==> src/rtl/pulse_sequencer.sv <==
// -----------------------------------------------------------------------------
// pulse_sequencer
//
// Pulse register and scheduler that sits behind the quantum instruction
// handler. Pulse descriptors {pulse memory address, pre-delay} are buffered in
// a small FIFO and issued strictly in order to the pulse playback engine:
// wait the descriptor's pre-delay, strobe pulse_start for one cycle, then wait
// for pulse_done before taking the next descriptor.
//
// Parameters
//   DEPTH    descriptor FIFO entries (power of two, >= 2)
//   ADDR_W   pulse memory address width
//   DELAY_W  pre-pulse delay width, in clk cycles
//
// Ports
//   clk                     in   system clock, rising edge
//   reset                   in   asynchronous active-high reset
//   pulse_descriptor        in   {pulse_mem_addr, delay}
//   pulse_descriptor_valid  in   push request, one entry per cycle while high
//   pulse_register_full     out  FIFO holds DEPTH entries
//   pulse_register_empty    out  FIFO empty and no pulse pending or playing
//   fifo_count              out  entries currently stored
//   pulse_start             out  one-cycle start strobe to the playback engine
//   pulse_addr              out  address of the issued pulse, held until the
//                                next issue
//   pulse_done              in   playback engine finished the current pulse
//   pulse_overflow          out  sticky: a push was attempted while full
// -----------------------------------------------------------------------------
module pulse_sequencer #(
   parameter int DEPTH   = 8,
   parameter int ADDR_W  = 32,
   parameter int DELAY_W = 12
) (
   input  logic                      clk,
   input  logic                      reset,
   input  logic [ADDR_W+DELAY_W-1:0] pulse_descriptor,
   input  logic                      pulse_descriptor_valid,
   output logic                      pulse_register_full,
   output logic                      pulse_register_empty,
   output logic [$clog2(DEPTH):0]    fifo_count,
   output logic                      pulse_start,
   output logic [ADDR_W-1:0]         pulse_addr,
   input  logic                      pulse_done,
   output logic                      pulse_overflow
);

   localparam int PTR_W  = $clog2(DEPTH);
   localparam int DESC_W = ADDR_W + DELAY_W;
   localparam logic [PTR_W:0] FULL_COUNT = (PTR_W+1)'(DEPTH);

   typedef enum logic [1:0] {
      IDLE  = 2'd0,
      DELAY = 2'd1,
      ISSUE = 2'd2,
      PLAY  = 2'd3
   } state_t;

   // Pointer advance; DEPTH is a power of two so the natural wrap of a
   // PTR_W-bit counter gives modulo-DEPTH addressing.
   function automatic logic [PTR_W-1:0] ptr_inc(input logic [PTR_W-1:0] p);
      return p + PTR_W'(1);
   endfunction

   function automatic logic [DELAY_W-1:0] delay_dec(input logic [DELAY_W-1:0] d);
      return d - DELAY_W'(1);
   endfunction

   state_t               state, state_nxt;
   logic [DESC_W-1:0]    mem [DEPTH];
   logic [PTR_W-1:0]     wr_ptr, rd_ptr;
   logic [PTR_W:0]       count;
   logic [DELAY_W-1:0]   delay_cnt, delay_cnt_nxt;
   logic [ADDR_W-1:0]    addr_q, addr_nxt;
   logic [ADDR_W-1:0]    pulse_addr_nxt;
   logic [DESC_W-1:0]    head;
   logic [ADDR_W-1:0]    head_addr;
   logic [DELAY_W-1:0]   head_delay;
   logic                 fifo_empty;
   logic                 push;
   logic                 pop;

   // Status is derived from registered state only. A push while full is
   // refused even if the FSM pops in the same cycle.
   assign fifo_empty           = (count == '0);
   assign pulse_register_full  = (count == FULL_COUNT);
   assign pulse_register_empty = fifo_empty && (state == IDLE);
   assign fifo_count           = count;
   assign push                 = pulse_descriptor_valid && !pulse_register_full;

   assign head       = mem[rd_ptr];
   assign head_addr  = head[DESC_W-1:DELAY_W];
   assign head_delay = head[DELAY_W-1:0];

   // Descriptor storage: payload only, never needs a reset value.
   always_ff @(posedge clk) begin
      if (push) begin
         mem[wr_ptr] <= pulse_descriptor;
      end
   end

   // FIFO control and sticky overflow flag
   always_ff @(posedge clk or posedge reset) begin
      if (reset) begin
         wr_ptr         <= '0;
         rd_ptr         <= '0;
         count          <= '0;
         pulse_overflow <= 1'b0;
      end else begin
         if (push) begin
            wr_ptr <= ptr_inc(wr_ptr);
         end
         if (pop) begin
            rd_ptr <= ptr_inc(rd_ptr);
         end
         case ({push, pop})
            2'b10:   count <= count + (PTR_W+1)'(1);
            2'b01:   count <= count - (PTR_W+1)'(1);
            default: count <= count;
         endcase
         if (pulse_descriptor_valid && pulse_register_full) begin
            pulse_overflow <= 1'b1;
         end
      end
   end

   // Scheduler state register
   always_ff @(posedge clk or posedge reset) begin
      if (reset) begin
         state      <= IDLE;
         delay_cnt  <= '0;
         addr_q     <= '0;
         pulse_addr <= '0;
      end else begin
         state      <= state_nxt;
         delay_cnt  <= delay_cnt_nxt;
         addr_q     <= addr_nxt;
         pulse_addr <= pulse_addr_nxt;
      end
   end

   // Scheduler next-state and outputs. pulse_addr is loaded on the transition
   // into ISSUE so it changes only when a new pulse is issued.
   always_comb begin
      state_nxt      = state;
      delay_cnt_nxt  = delay_cnt;
      addr_nxt       = addr_q;
      pulse_addr_nxt = pulse_addr;
      pop            = 1'b0;
      pulse_start    = 1'b0;

      case (state)
         IDLE: begin
            if (!fifo_empty) begin
               pop           = 1'b1;
               addr_nxt      = head_addr;
               delay_cnt_nxt = head_delay;
               if (head_delay == '0) begin
                  state_nxt      = ISSUE;
                  pulse_addr_nxt = head_addr;
               end else begin
                  state_nxt = DELAY;
               end
            end
         end

         // The counter is loaded with D on entry and leaves at 1, so exactly
         // D cycles are spent here.
         DELAY: begin
            if (delay_cnt == DELAY_W'(1)) begin
               state_nxt      = ISSUE;
               pulse_addr_nxt = addr_q;
            end else begin
               delay_cnt_nxt = delay_dec(delay_cnt);
            end
         end

         ISSUE: begin
            pulse_start = 1'b1;
            state_nxt   = PLAY;
         end

         PLAY: begin
            if (pulse_done) begin
               state_nxt = IDLE;
            end
         end

         default: begin
            state_nxt = IDLE;
         end
      endcase
   end

endmodule
==> config.mk <==
export PLATFORM = sky130hd
export DESIGN_NAME = pulse_sequencer
export DESIGN_NICKNAME = d
export VERILOG_FILES = /design/src/rtl/pulse_sequencer.sv
export SDC_FILE = /design/constraint.sdc
export NUM_CORES = 1
export LEC_CHECK = 0
export CAP_MARGIN = 20
export CELL_PAD_IN_SITES_DETAIL_PLACEMENT = 1
export CELL_PAD_IN_SITES_GLOBAL_PLACEMENT = 1
export CORE_ASPECT_RATIO = 0.7
export CORE_MARGIN = 1
export CORE_UTILIZATION = 55
export CTS_CLUSTER_SIZE = 40
export DETAILED_ROUTE_END_ITERATION = 6
export MAX_ROUTING_LAYER = met4
export PLACE_DENSITY = 0.9
export SYNTH_ARGS = -nofsm -noshare
export SYNTH_HDL_FRONTEND = slang
export SYNTH_SLANG_ARGS = --single-unit
==> constraint.sdc <==
create_clock -name clk -period 9.61 [get_ports clk]
set_clock_uncertainty 0.05 [all_clocks]
set_input_delay 1.4415 -clock clk [delete_from_list [all_inputs] [get_ports clk]]
set_output_delay 1.4415 -clock clk [all_outputs]
set_load 0.005 [all_outputs]
Word level (Yosys, flattened, before mapping). Memories as Yosys holds them, arrays and structs flattened. Index checks and enable logic that the tools add are counted.

Add/sub/neg operators: 5. Multipliers: 0. Div/mod/pow operators: 0. Order comparisons: 0. Equal/unequal tests: 12. Shifts and indexed selects: 0. Mux-type cells: 18. Bitwise gates (word level): 1. Reductions and logical operators: 13.

Operators by type and width (number): 2-to-1 mux 32 bit (3); case mux 32 bit (2 select lines) (1); 2-to-1 mux 12 bit (2); case mux 12 bit (2 select lines) (1); equality test 12 x 1 -> 1 bit, second input constant (1); zero test 12 bit (1); subtractor 12 x 1 -> 12 bit, second input constant (1); 2-to-1 mux 2 bit (4); != test 2 bit, second input constant (4); case mux 2 bit (4 select lines) (1); case mux 4 bit (2 select lines) (1); adder 3 x 1 -> 3 bit, second input constant (2); equality test 2 bit, second input constant (3); AND reduction 3 bit (2); 2-to-1 mux 1 bit (5); adder 4 x 1 -> 4 bit, second input constant (1); equality test 2 x 1 -> 1 bit, second input constant (2); equality test 4 bit, second input constant (1); zero test 4 bit (1); AND reduction 4 bit (1); nonzero test 2 bit (2); subtractor 4 x 1 -> 4 bit, second input constant (1); logical AND 1 bit (3); zero test 2 bit (1); other kinds (4) (4).

Flip-flop bits (word level): 89. Latch bits: 0. RAM bits: 352. Memory bits (read-only): 0. Output and inout bits: 40. Word-level logic and storage cells: 58. Memories: 1.

Memories: mem (words 8, width 44, read ports 1, clocked after memory_dff 0, write ports 1, RTL line 69) `logic [DESC_W-1:0] mem [DEPTH];`.

Logic depth before layout (Yosys ltp). Gate-level depths: netlist of run 1.

Word-level depth: 5. Mapped depth: 12. Gate-level depth less buffers: 11.

Worst setup path before layout of run 1. Ideal clock, no wire load.

Kind: input to register. Start: in pulse_descriptor_valid. End: mem mem[0][0] in the netlist's numbering, enable pin. Library setup time: 0.500 ns. Arrival time: 4.863 ns. Data required time: 9.060 ns. Path slack: 4.197 ns. Stages: 3. Buffers on the path: 0. Cells stage by stage: nor2b_1 -> nand2b_1 -> nor3_1.

Word-level cells in the longest chain between the ends: 3.

Ends and longest elaborated chain: from (decl) (RTL line 37) `input logic pulse_descriptor_valid,`; logical AND 1 bit (RTL line 88) `assign push = pulse_descriptor_valid && !pulse_register_full;`; 2-to-1 mux 1 bit (RTL line 96) `if (push) begin`; 2-to-1 mux 1 bit (implied by the code) (RTL line 97) `mem[wr_ptr] <= pulse_descriptor;`; to (decl) (RTL line 69).

Every way passes these cells.

Worst setup path after layout of run 1.
Start: reg rd_ptr[1]. End: reg pulse_addr[14].

Word-level cells in the longest chain between the ends: 4.

Ends and longest elaborated chain: from (decl) (RTL line 70) `logic [PTR_W-1:0] wr_ptr, rd_ptr;`; from (signal assigned) (RTL line 113) `rd_ptr <= ptr_inc(rd_ptr);`; memory read (8 x 44 bit) (*); zero test 12 bit or 2-to-1 mux 32 bit (tied branches) (RTL line 157) `if (head_delay == '0) begin`; != test 2 x 1 -> 1 bit (no source line) or 2-to-1 mux 32 bit (tied branches); AND reduction 4 bit (no source line) or case mux 32 bit (2 select lines) (tied branches); to (signal assigned) (RTL line 137) `pulse_addr <= pulse_addr_nxt;`; to (decl) (RTL line 42) `output logic [ADDR_W-1:0] pulse_addr,`.

Every way passes the cells marked *; elsewhere a longest branch is shown, timed or not. The select of a mux whose other input is x is not followed. A chain may end at the register's enable or synchronous reset.

==> results.py, run 1 <==
metrics = {
    "pwr": {
        "p_int_w": 0.004504,
        "clockPowerShare": 0.245,
        "p_leak_nw": 7.120,
        "max-vdd-ir-drop_mv": 0.2766,
        "p_seq_frac": 0.424,
        "p_sw_w": 0.002185,
        "p_sw_frac": 0.3266,
        "comb_power_share": 0.331,
        "powerDensity_nw_per_um2": 330.3,
    },
    "setup_path": {
        "critPathMaxFanout": 52,
        "path_buf_inv": 3,
        "worstReg2RegStart": "rd_ptr[1]",
        "arrival_ns": 4.43,
        "r2r_cells": 9,
        "crit_family": "multiplexers",
        "cp-endpoint": "pulse_addr[14]",
        "start_kind": "flop",
        "rrSetupSlack_ns": 5.55,
        "max_stage_delay_ns": 0.62,
        "crit_chain": "buf_4, buf_16, mux4_1, mux2i_1, nand4_1, nor4b_2, o21ai_4, buf_4, mux2_4",
        "worst-path-stages": 9,
        "slowest_stage": "dfrtp_4",
        "crit-reg2reg-capture": "pulse_addr[14]",
        "end_kind": "flop",
        "cp_common_cell": "buf_4",
        "critPathKind": "reg2reg",
        "cp_data_required_time_ns": 9.98,
        "startpoint": "rd_ptr[1]",
    },
    "synthesis": {
        "synth_seq_area_share": 0.7300,
        "syn_avg_cell_area_um2": 18.63,
        "synthDistinctLibCells": 41,
        "synth_largest_area_cell": "edfxtp_1",
        "synth_area_um2": 17530,
        "yosys_most_used_dff": "edfxtp_1",
        "synth_area_leaders": "edfxtp_1, dfrtp_1, mux4_2",
        "synth_edf_count": 352,
        "syn-instance-count": 941,
        "async_reset_ff_frac": 0.2018,
        "synth_fp_nets": 1001,
        "ys_seq_elements": 441,
        "yosysWarnings": 0,
        "netlist.area_leader.share": 0.6030,
    },
    "cts": {
        "cts_root_buf": "clkbuf_16",
        "cts_tree": "built",
        "cts_setup_buffers": 0,
        "post_cts_resized": 0,
        "cts_buffers": 41,
        "clk_pin_slew_ns": 0.07,
        "ctsHoldBuffers": 0,
        "htreeDepth": 2,
        "cts.sinks": 441,
        "insertion_delay_ns": 0.55,
        "clockBufferDepth": 3,
    },
    "floorplanning": {
        "die_area_um2": 32600,
        "die_w_um": 215.4,
        "ios": 88,
        "die_h_um": 151.4,
        "coreArea_um2": 31280,
        "start_util": 0.5604,
        "rows": 54,
    },
    "detailed_routing": {
        "dr_total_vias": 9130,
        "firstDrtPassIters": 5,
        "drt-vias-per-instance": 6.123,
        "wl_um": 40740,
        "wire_per_inst_um": 27.32,
        "drtIter0Drc": 699,
        "ant_nets": 0,
        "drc_errors": 0,
    },
    "global_route": {
        "grt_usage": 0.2676,
        "grt_max_degree": 91,
        "grtUsageMet1": 0.3378,
        "antenna_found_initial": 2,
        "grt_pass1_vias": 10040,
        "grt_pass1_wl_um": 61670,
        "grt-ovfl-total": 0,
        "grtUsageMet3": 0.04116,
        "grt_use_met2": 0.4592,
        "top_usage_layer": "met2",
    },
    "sta": {
        "period_minus_slack_ns": 4.057,
        "worst_slew_pin_slew_ns": 1.086,
        "tns_ns": 0,
        "max_slew_margin": 0.2693,
        "rsz0062_at_grt": "no",
        "slew_viol_final": 0,
        "hold_viol_final": 0,
        "setup-violations-final": 0,
        "max_freq_ghz": 0.2465,
        "fin_crit_sh": 0.4222,
        "holdWs_ns": 0.4340,
    },
    "layout": {
        "regArea_um2": 12810,
        "finish.utilization": 0.6473,
        "multiInputGateArea_um2": 4516,
        "fillers": 2603,
        "drive_gt1_frac": 0.1899,
        "area_delta_synth_final_pct": 15.52,
        "final_common_cell": "edfxtp_1",
        "layout_common_cells": "edfxtp_1, nand2_1, clkdlybuf4s50_1, dfrtp_1, o21ai_0",
        "nNetsFinal": 1097,
    },
    "placed_design": {
        "hpwl_um": 23020,
        "place_congestion": 0.8077,
        "io_buffers": 87,
    },
    "hold_path": {
        "hold_class": "reg2reg",
    },
    "status": {
        "outcome": "completed",
    },
    "flow_run": {
        "max-cap-violations": 0,
    },
}
flip-flops by register name, indices dropped and copies added, names as in the netlist:
| register | count |
|---|---|
| mem | 352 |
| addr_q | 32 |
| rd_ptr | 3 |
| pulse_addr | 32 |
| wr_ptr | 3 |
| delay_cnt | 12 |
| fifo_count | 4 |
| pulse_overflow | 1 |
| state | 2 |
layout make-up:
type	count	share of cell area
tap	420	0.02595
timing repair buffer	102	0.04943
multi-input combinational	439	0.2230
antenna	2	0.0002471
clock buffer	52	0.05567
inverter	12	0.002348
clock inverter	23	0.01087
sequential	441	0.6325
layer usage:
| metal | up-vias | wire, µm |
|---|---|---|
| li1 | 3908 | - |
| met1 | 4834 | 16580 |
| met2 | 325 | 20940 |
| met3 | 63 | 2389 |
| met4 | 0 | 829 |
| met5 | - | 0 |
cells in the mapped netlist, types with 8 or more instances:
cell type,count
edfxtp_1,352
nand2_1,91
dfrtp_1,89
o21ai_0,80
mux4_2,72
mux2i_1,44
mux2_4,30
clkbuf_1,28
mux4_1,16
nor2_1,16
ha_1,12
inv_1,12
buf_2,9
a21oi_1,8
how the worst min path moves through the flow:
| stage | end | slack (ns) | depth (start not counted) | start |
|---|---|---|---|---|
| 6_report | addr_q[10] | 0.43 | 2 | addr_q[10] |
| 5_1_grt | addr_q[10] | 0.46 | 2 | addr_q[10] |
| 4_1_cts | addr_q[30] | 0.44 | 2 | addr_q[30] |
| 3_5_place_dp | addr_q[30] | 0.42 | 2 | addr_q[30] |
| 3_3_place_gp | pulse_overflow | 0.39 | 1 | pulse_overflow |
| 2_1_floorplan | addr_q[17] | 0.40 | 2 | addr_q[17] |
per-stage QoR:
stage	instance area, µm²	power, W	worst slack [ns]	instances
after floorplan	17530	0.004278	4.197	941
after global placement	18870	0.004853	5.548	1412
after detailed placement	18870	0.005062	5.423	1412
after CTS	20210	0.006726	5.292	1487
after global routing	20250	0.006981	5.409	1491
final	20250	0.006689	5.553	1491
worst reg2reg max path, delay by kind of cell (launching register included):
| kind | cells | cell delay (ns) |
|---|---|---|
| AND/OR/NAND/NOR | 2 | 0.67 |
| multiplexers | 3 | 1.41 |
| AO/OA/AOI/OAI | 1 | 0.08 |
| buffers and inverters | 3 | 1.12 |
| flip-flops | 1 | 0.62 |
cell families after synthesis:
kind of cell,share of synthesized area
AOI/OAI and AO/OA,0.03440
xor gates and xnor gates,0.003997
adders and majority gates,0.008565
buffers and inverters,0.01677
DFF,0.7301
muxes,0.1699
and+or+nand+nor,0.03633
power groups by stage:
stage / sequential, W / clock (W) / combinational (W)
2_1_floorplan: 0.00268 / 0 / 0.00160
4_1_cts: 0.00284 / 0.00166 / 0.00222
3_5_place_dp: 0.00287 / 0 / 0.00219
3_3_place_gp: 0.00282 / 0 / 0.00203
5_1_grt: 0.00288 / 0.00172 / 0.00238
6_report: 0.00284 / 0.00164 / 0.00221
No activity file was read; power rests on OpenSTA's default activity.
==> run 2, diff against run 1 <==
Settings changed: CORE_UTILIZATION 55 to 47, PLACE_DENSITY 0.9 to 0.83.
Clock period 9.61 ns to 3.3 ns, I/O delays scaled along.
==> results.py, run 2 (same netlist as run 1, synthesis figures left out) <==
metrics = {
    "layout": {
        "finish.utilization": 0.5688,
        "layout_common_cells": "edfxtp_1, nand2_1, clkdlybuf4s50_1, dfrtp_1, o21ai_0",
        "top_regs": "mem (352), addr_q (32), pulse_addr (32)",
        "final_common_cell": "edfxtp_1",
        "postLayoutCellArea_um2": 20640,
        "multiInputGateArea_um2": 4518,
        "drive_gt1_frac": 0.2015,
        "max_flop_register": "mem",
        "largest_reg_flops": 352,
        "regArea_um2": 12810,
        "nNetsFinal": 1117,
        "final-instance-count-excl-fill": 1574,
        "fillers": 3205,
        "area_delta_synth_final_pct": 17.74,
    },
    "floorplanning": {
        "die_h_um": 163.6,
        "start_util": 0.4831,
        "ios": 88,
        "die_area_um2": 38090,
        "coreArea_um2": 36280,
        "rows": 58,
        "die_w_um": 232.8,
    },
    "placed_design": {
        "hpwl_um": 23190,
        "place_area_um2": 19250,
        "place_congestion": 0.7870,
        "io_buffers": 87,
        "dp_cells": 1492,
    },
    "cts": {
        "clk_pin_slew_ns": 0.06,
        "clockBufferDepth": 3,
        "ctsHoldBuffers": 0,
        "post_cts_resized": 0,
        "insertion_delay_ns": 0.56,
        "cts_tree": "built",
        "htreeDepth": 2,
        "cts_root_buf": "clkbuf_16",
        "cts_buffers": 43,
        "cts.sinks": 441,
        "cts_setup_buffers": 0,
    },
    "global_route": {
        "antenna_found_initial": 2,
        "grt_pass1_vias": 10160,
        "grt-ovfl-total": 0,
        "grt_usage": 0.2322,
        "grt_max_degree": 67,
        "grt_pass1_wl_um": 62880,
    },
    "hold_path": {
        "hold_class": "in2async",
    },
    "detailed_routing": {
        "drt-vias-per-instance": 5.827,
        "drtIter0Drc": 751,
        "ant_nets": 0,
        "dr_total_vias": 9172,
        "wl_um": 41070,
        "firstDrtPassIters": 5,
        "wire_per_inst_um": 26.09,
        "drc_errors": 0,
    },
    "flow_run": {
        "max-cap-violations": 0,
    },
    "pwr": {
        "powerDensity_nw_per_um2": 954.8,
        "p_leak_nw": 7.251,
        "max-vdd-ir-drop_mv": 0.5032,
    },
    "sta": {
        "hold_viol_final": 0,
        "setup-violations-final": 0,
        "max_slew_margin": 0.4570,
        "fin_crit_sh": 0.9711,
        "worst_slew_pin_slew_ns": 0.8146,
        "rsz0062_at_grt": "no",
        "period_minus_slack_ns": 3.205,
        "max_freq_ghz": 0.3120,
        "slew_viol_final": 0,
    },
    "setup_path": {
        "max_stage_delay_ns": 0.72,
        "slowest_stage": "dfrtp_4",
        "cp_data_required_time_ns": 3.68,
        "arrival_ns": 3.59,
        "start_kind": "flop",
        "end_kind": "flop",
        "crit_chain": "mux4_1, mux2i_1, nand4_1, nor4b_2, o21ai_4, buf_12, mux2_4",
        "critPathMaxFanout": 32,
        "critPathKind": "reg2reg",
    },
    "status": {
        "outcome": "completed",
    },
}
[run 2: cell types whose count changed in the layout (fill, tap and decap cells not counted), moves of 2 or more]
cell       change
clkbuf_1       +6
buf_12        +13
buf_4          +7
nor3_2         -2
bufinv_16      -2
nor3_4         +2
clkbuf_16      +3
clkinv_2       -3
[run 2: area by class of cell]
| cell class | instances | share of cell area |
|---|---|---|
| Sequential cell | 441 | 0.6205 |
| Multi-Input combinational cell | 439 | 0.2189 |
| Tap cell | 480 | 0.02910 |
| Timing Repair Buffer | 120 | 0.06208 |
| Inverter | 12 | 0.002304 |
| Antenna cell | 2 | 0.0002425 |
| Clock buffer | 60 | 0.05868 |
| Clock inverter | 20 | 0.008184 |
[run 2: metal layers]
metal  GRT usage  wire length (µm)  up-vias
li1            -                 -     3945
met1      0.3031             17690     4902
met2      0.3754             20390      245
met3     0.03946              2036       80
met4     0.07160               958        0
met5           -                 0        -
[run 2: worst max-delay path, delay by kind of cell (launching register included)]
kind                   cells  cell delay, ns
AO/OA/AOI/OAI              1            0.09
flip-flops                 1            0.72
AND/OR/NAND/NOR            2            0.68
buffers and inverters      1            0.21
multiplexers               3            1.28
[run 2: worst paths after layout]
| path | startpoint | to | slack (ns) | depth (start not counted) |
|---|---|---|---|---|
| min in group clk | pulse_overflow | pulse_overflow | 0.41 | 1 |
| worst min-delay path | reset | rd_ptr[1] | 0.35 | 2 |
| worst max-delay path | rd_ptr[1] | pulse_addr[1] | 0.1 | 7 |
| max in group asynchronous | reset | pulse_addr[3] | 2.03 | 3 |
| worst min register to register | pulse_overflow | pulse_overflow | 0.41 | 1 |
| worst max register to register | rd_ptr[1] | pulse_addr[1] | 0.1 | 7 |
[run 2: stage by stage]
step	worst slack [ns]	TNS, ns	total power, W	hold slack [ns]
finish	0.09522	0	0.01971	0.3485
global route	0.04526	0	0.02063	0.3848
CTS	0.1218	0	0.01988	0.3504
detailed placement	0.1740	0	0.01490	0.4022
global placement	0.3057	0	0.01443	0.3962
floorplan	-0.1988	-51.88	0.01246	0.3997
[run 2: report_power, final]
group	switching, W	internal, W	total [W]
Clock	0.00208	0.00274	0.00482
Sequential	0.000804	0.00727	0.00807
Combinational	0.00355	0.00327	0.00681
Total	0.00643	0.0133	0.0197
==> run 3, diff against run 2 <==
Settings changed: CORE_UTILIZATION 47 to 50, CTS_CLUSTER_DIAMETER from default to 50, DONT_BUFFER_PORTS from default to 1, PLACE_DENSITY 0.83 to 0.85.
==> results.py, run 3 (same netlist as run 1, synthesis figures left out) <==
metrics = {
    "layout": {
        "top_regs": "mem (352), addr_q (32), pulse_addr (32)",
        "drive_gt1_frac": 0.2145,
        "max_flop_register": "mem",
        "layout_common_cells": "edfxtp_1, nand2_1, dfrtp_1, o21ai_0, mux4_2",
        "postLayoutCellArea_um2": 20020,
        "nNetsFinal": 1070,
        "final-instance-count-excl-fill": 1505,
        "area_delta_synth_final_pct": 14.22,
        "finish.utilization": 0.5892,
        "fillers": 2900,
        "largest_reg_flops": 352,
        "final_common_cell": "edfxtp_1",
    },
    "floorplanning": {
        "coreArea_um2": 33980,
        "rows": 56,
        "die_h_um": 158.7,
        "die_w_um": 225.8,
        "die_area_um2": 35820,
        "start_util": 0.5158,
        "ios": 88,
    },
    "cts": {
        "clk_pin_slew_ns": 0.08,
        "htreeDepth": 2,
        "cts.sinks": 441,
        "insertion_delay_ns": 0.55,
        "cts_setup_buffers": 0,
        "cts_buffers": 34,
        "cts_tree": "built",
        "clockBufferDepth": 3,
        "cts_root_buf": "clkbuf_16",
    },
    "setup_path": {
        "critPathKind": "reg2reg",
        "cp_data_required_time_ns": 3.66,
        "arrival_ns": 3.58,
        "end_kind": "flop",
        "critPathMaxFanout": 36,
        "start_kind": "flop",
    },
    "global_route": {
        "grt_pass1_wl_um": 62410,
        "grt_max_degree": 69,
        "top_usage_layer": "met2",
        "grt_usage": 0.2493,
        "grtUsageMet1": 0.3170,
        "grtUsageMet3": 0.04890,
        "antenna_found_initial": 6,
        "grt_pass1_vias": 9867,
        "grt_use_met2": 0.4133,
        "grt-ovfl-total": 0,
    },
    "sta": {
        "holdWs_ns": -0.04318,
        "max_slew_margin": 0.3783,
        "period_minus_slack_ns": 3.214,
        "fin_crit_sh": 0.9740,
        "rsz0062_at_grt": "no",
        "tns_ns": 0,
        "hold_viol_final": 24,
        "slew_viol_final": 0,
        "max_freq_ghz": 0.3111,
        "setup-violations-final": 0,
        "worst_slew_pin_slew_ns": 0.9326,
    },
    "placed_design": {
        "io_buffers": 0,
        "hpwl_um": 25200,
        "place_area_um2": 18390,
        "dp_cells": 1394,
        "place_congestion": 0.8623,
    },
    "detailed_routing": {
        "drtIter0Drc": 847,
        "wl_um": 41600,
        "wire_per_inst_um": 27.64,
        "drc_errors": 0,
        "dr_total_vias": 9119,
        "firstDrtPassIters": 5,
        "ant_nets": 0,
        "drt-vias-per-instance": 6.059,
    },
    "status": {
        "outcome": "finished, violations left",
        "violations": "negative hold slack",
    },
    "pwr": {
        "powerDensity_nw_per_um2": 943.7,
        "p_leak_nw": 7.017,
        "max-vdd-ir-drop_mv": 0.6162,
        "finalPower_w": 0.01889,
    },
    "hold_path": {
        "hold_class": "in2async",
    },
    "flow_run": {
        "max-cap-violations": 0,
    },
}
==> run 3: cell types whose count changed in the layout (fill, tap and decap cells not counted), sizes merged <==
cell,delta
clkdlybuf4s50,-87
dlygate4sd3,+44
clkbuf,-25
inv,+12
buf,+5
clkinv,-4
diode,+4
bufinv,-1
clkinvlp,-1
==> run 3: area by class of cell <==
type                    count  area (µm²)  share of cell area
clock buffers              35       875.8             0.04374
multi-input cells         439        4536              0.2265
inverters                  12       47.55            0.002375
well taps                 464       580.6             0.02900
repair buffers             82       863.3             0.04312
diodes                      6       15.01           0.0007499
clock inverters            26       295.3             0.01475
flip-flops and latches    441       12810              0.6397
==> run 3: what timing repair did <==
action / 4_1_cts / 5_1_grt
hold buffers: 44 / 0
hold endpoints to repair: 352 / 0
resized for setup: 0 / 2
setup endpoints to repair: 0 / 11
==> run 3: critical path: stages (launching register included) <==
cell	delay (ns)
dfrtp_4	0.55
buf_12	0.29
mux4_1	0.63
mux2i_2	0.27
nand4_1	0.20
nor4b_2	0.38
o21ai_4	0.10
buf_12	0.23
mux2_4	0.34
==> run 3: path summary, 6_finish.rpt <==
check	depth (start not counted)	start	slack, ns	endpoint
min in group clk	1	pulse_descriptor_valid	0.03	pulse_overflow
max in group asynchronous	2	reset	2.41	pulse_addr[4]
worst min register to register	2	addr_q[9]	0.44	addr_q[9]
worst max-delay path	8	rd_ptr[1]	0.09	pulse_addr[28]
worst max register to register	8	rd_ptr[1]	0.09	pulse_addr[28]
worst min-delay path	1	reset	-0.04	pulse_addr[11]
==> run 3: per-stage QoR <==
stage	hold WS [ns]	setup slack (ns)
2_1_floorplan	0.3997	-0.1988
3_3_place_gp	0.4104	0.3008
3_5_place_dp	0.4231	0.07942
4_1_cts	0.002022	0.04477
5_1_grt	0.02440	0.03884
6_report	-0.04318	0.08567
==> run 3: per-layer routing <==
metal,vias up,part of all wire
li1,3859,-
met1,4872,0.41
met2,317,0.50
met3,71,0.062
met4,0,0.019
met5,-,0
==> run 3: report_power, final <==
part	internal (W)	switching [W]
Clock	0.00216	0.00217
Sequential	0.00726	0.000880
Combinational	0.00291	0.00351
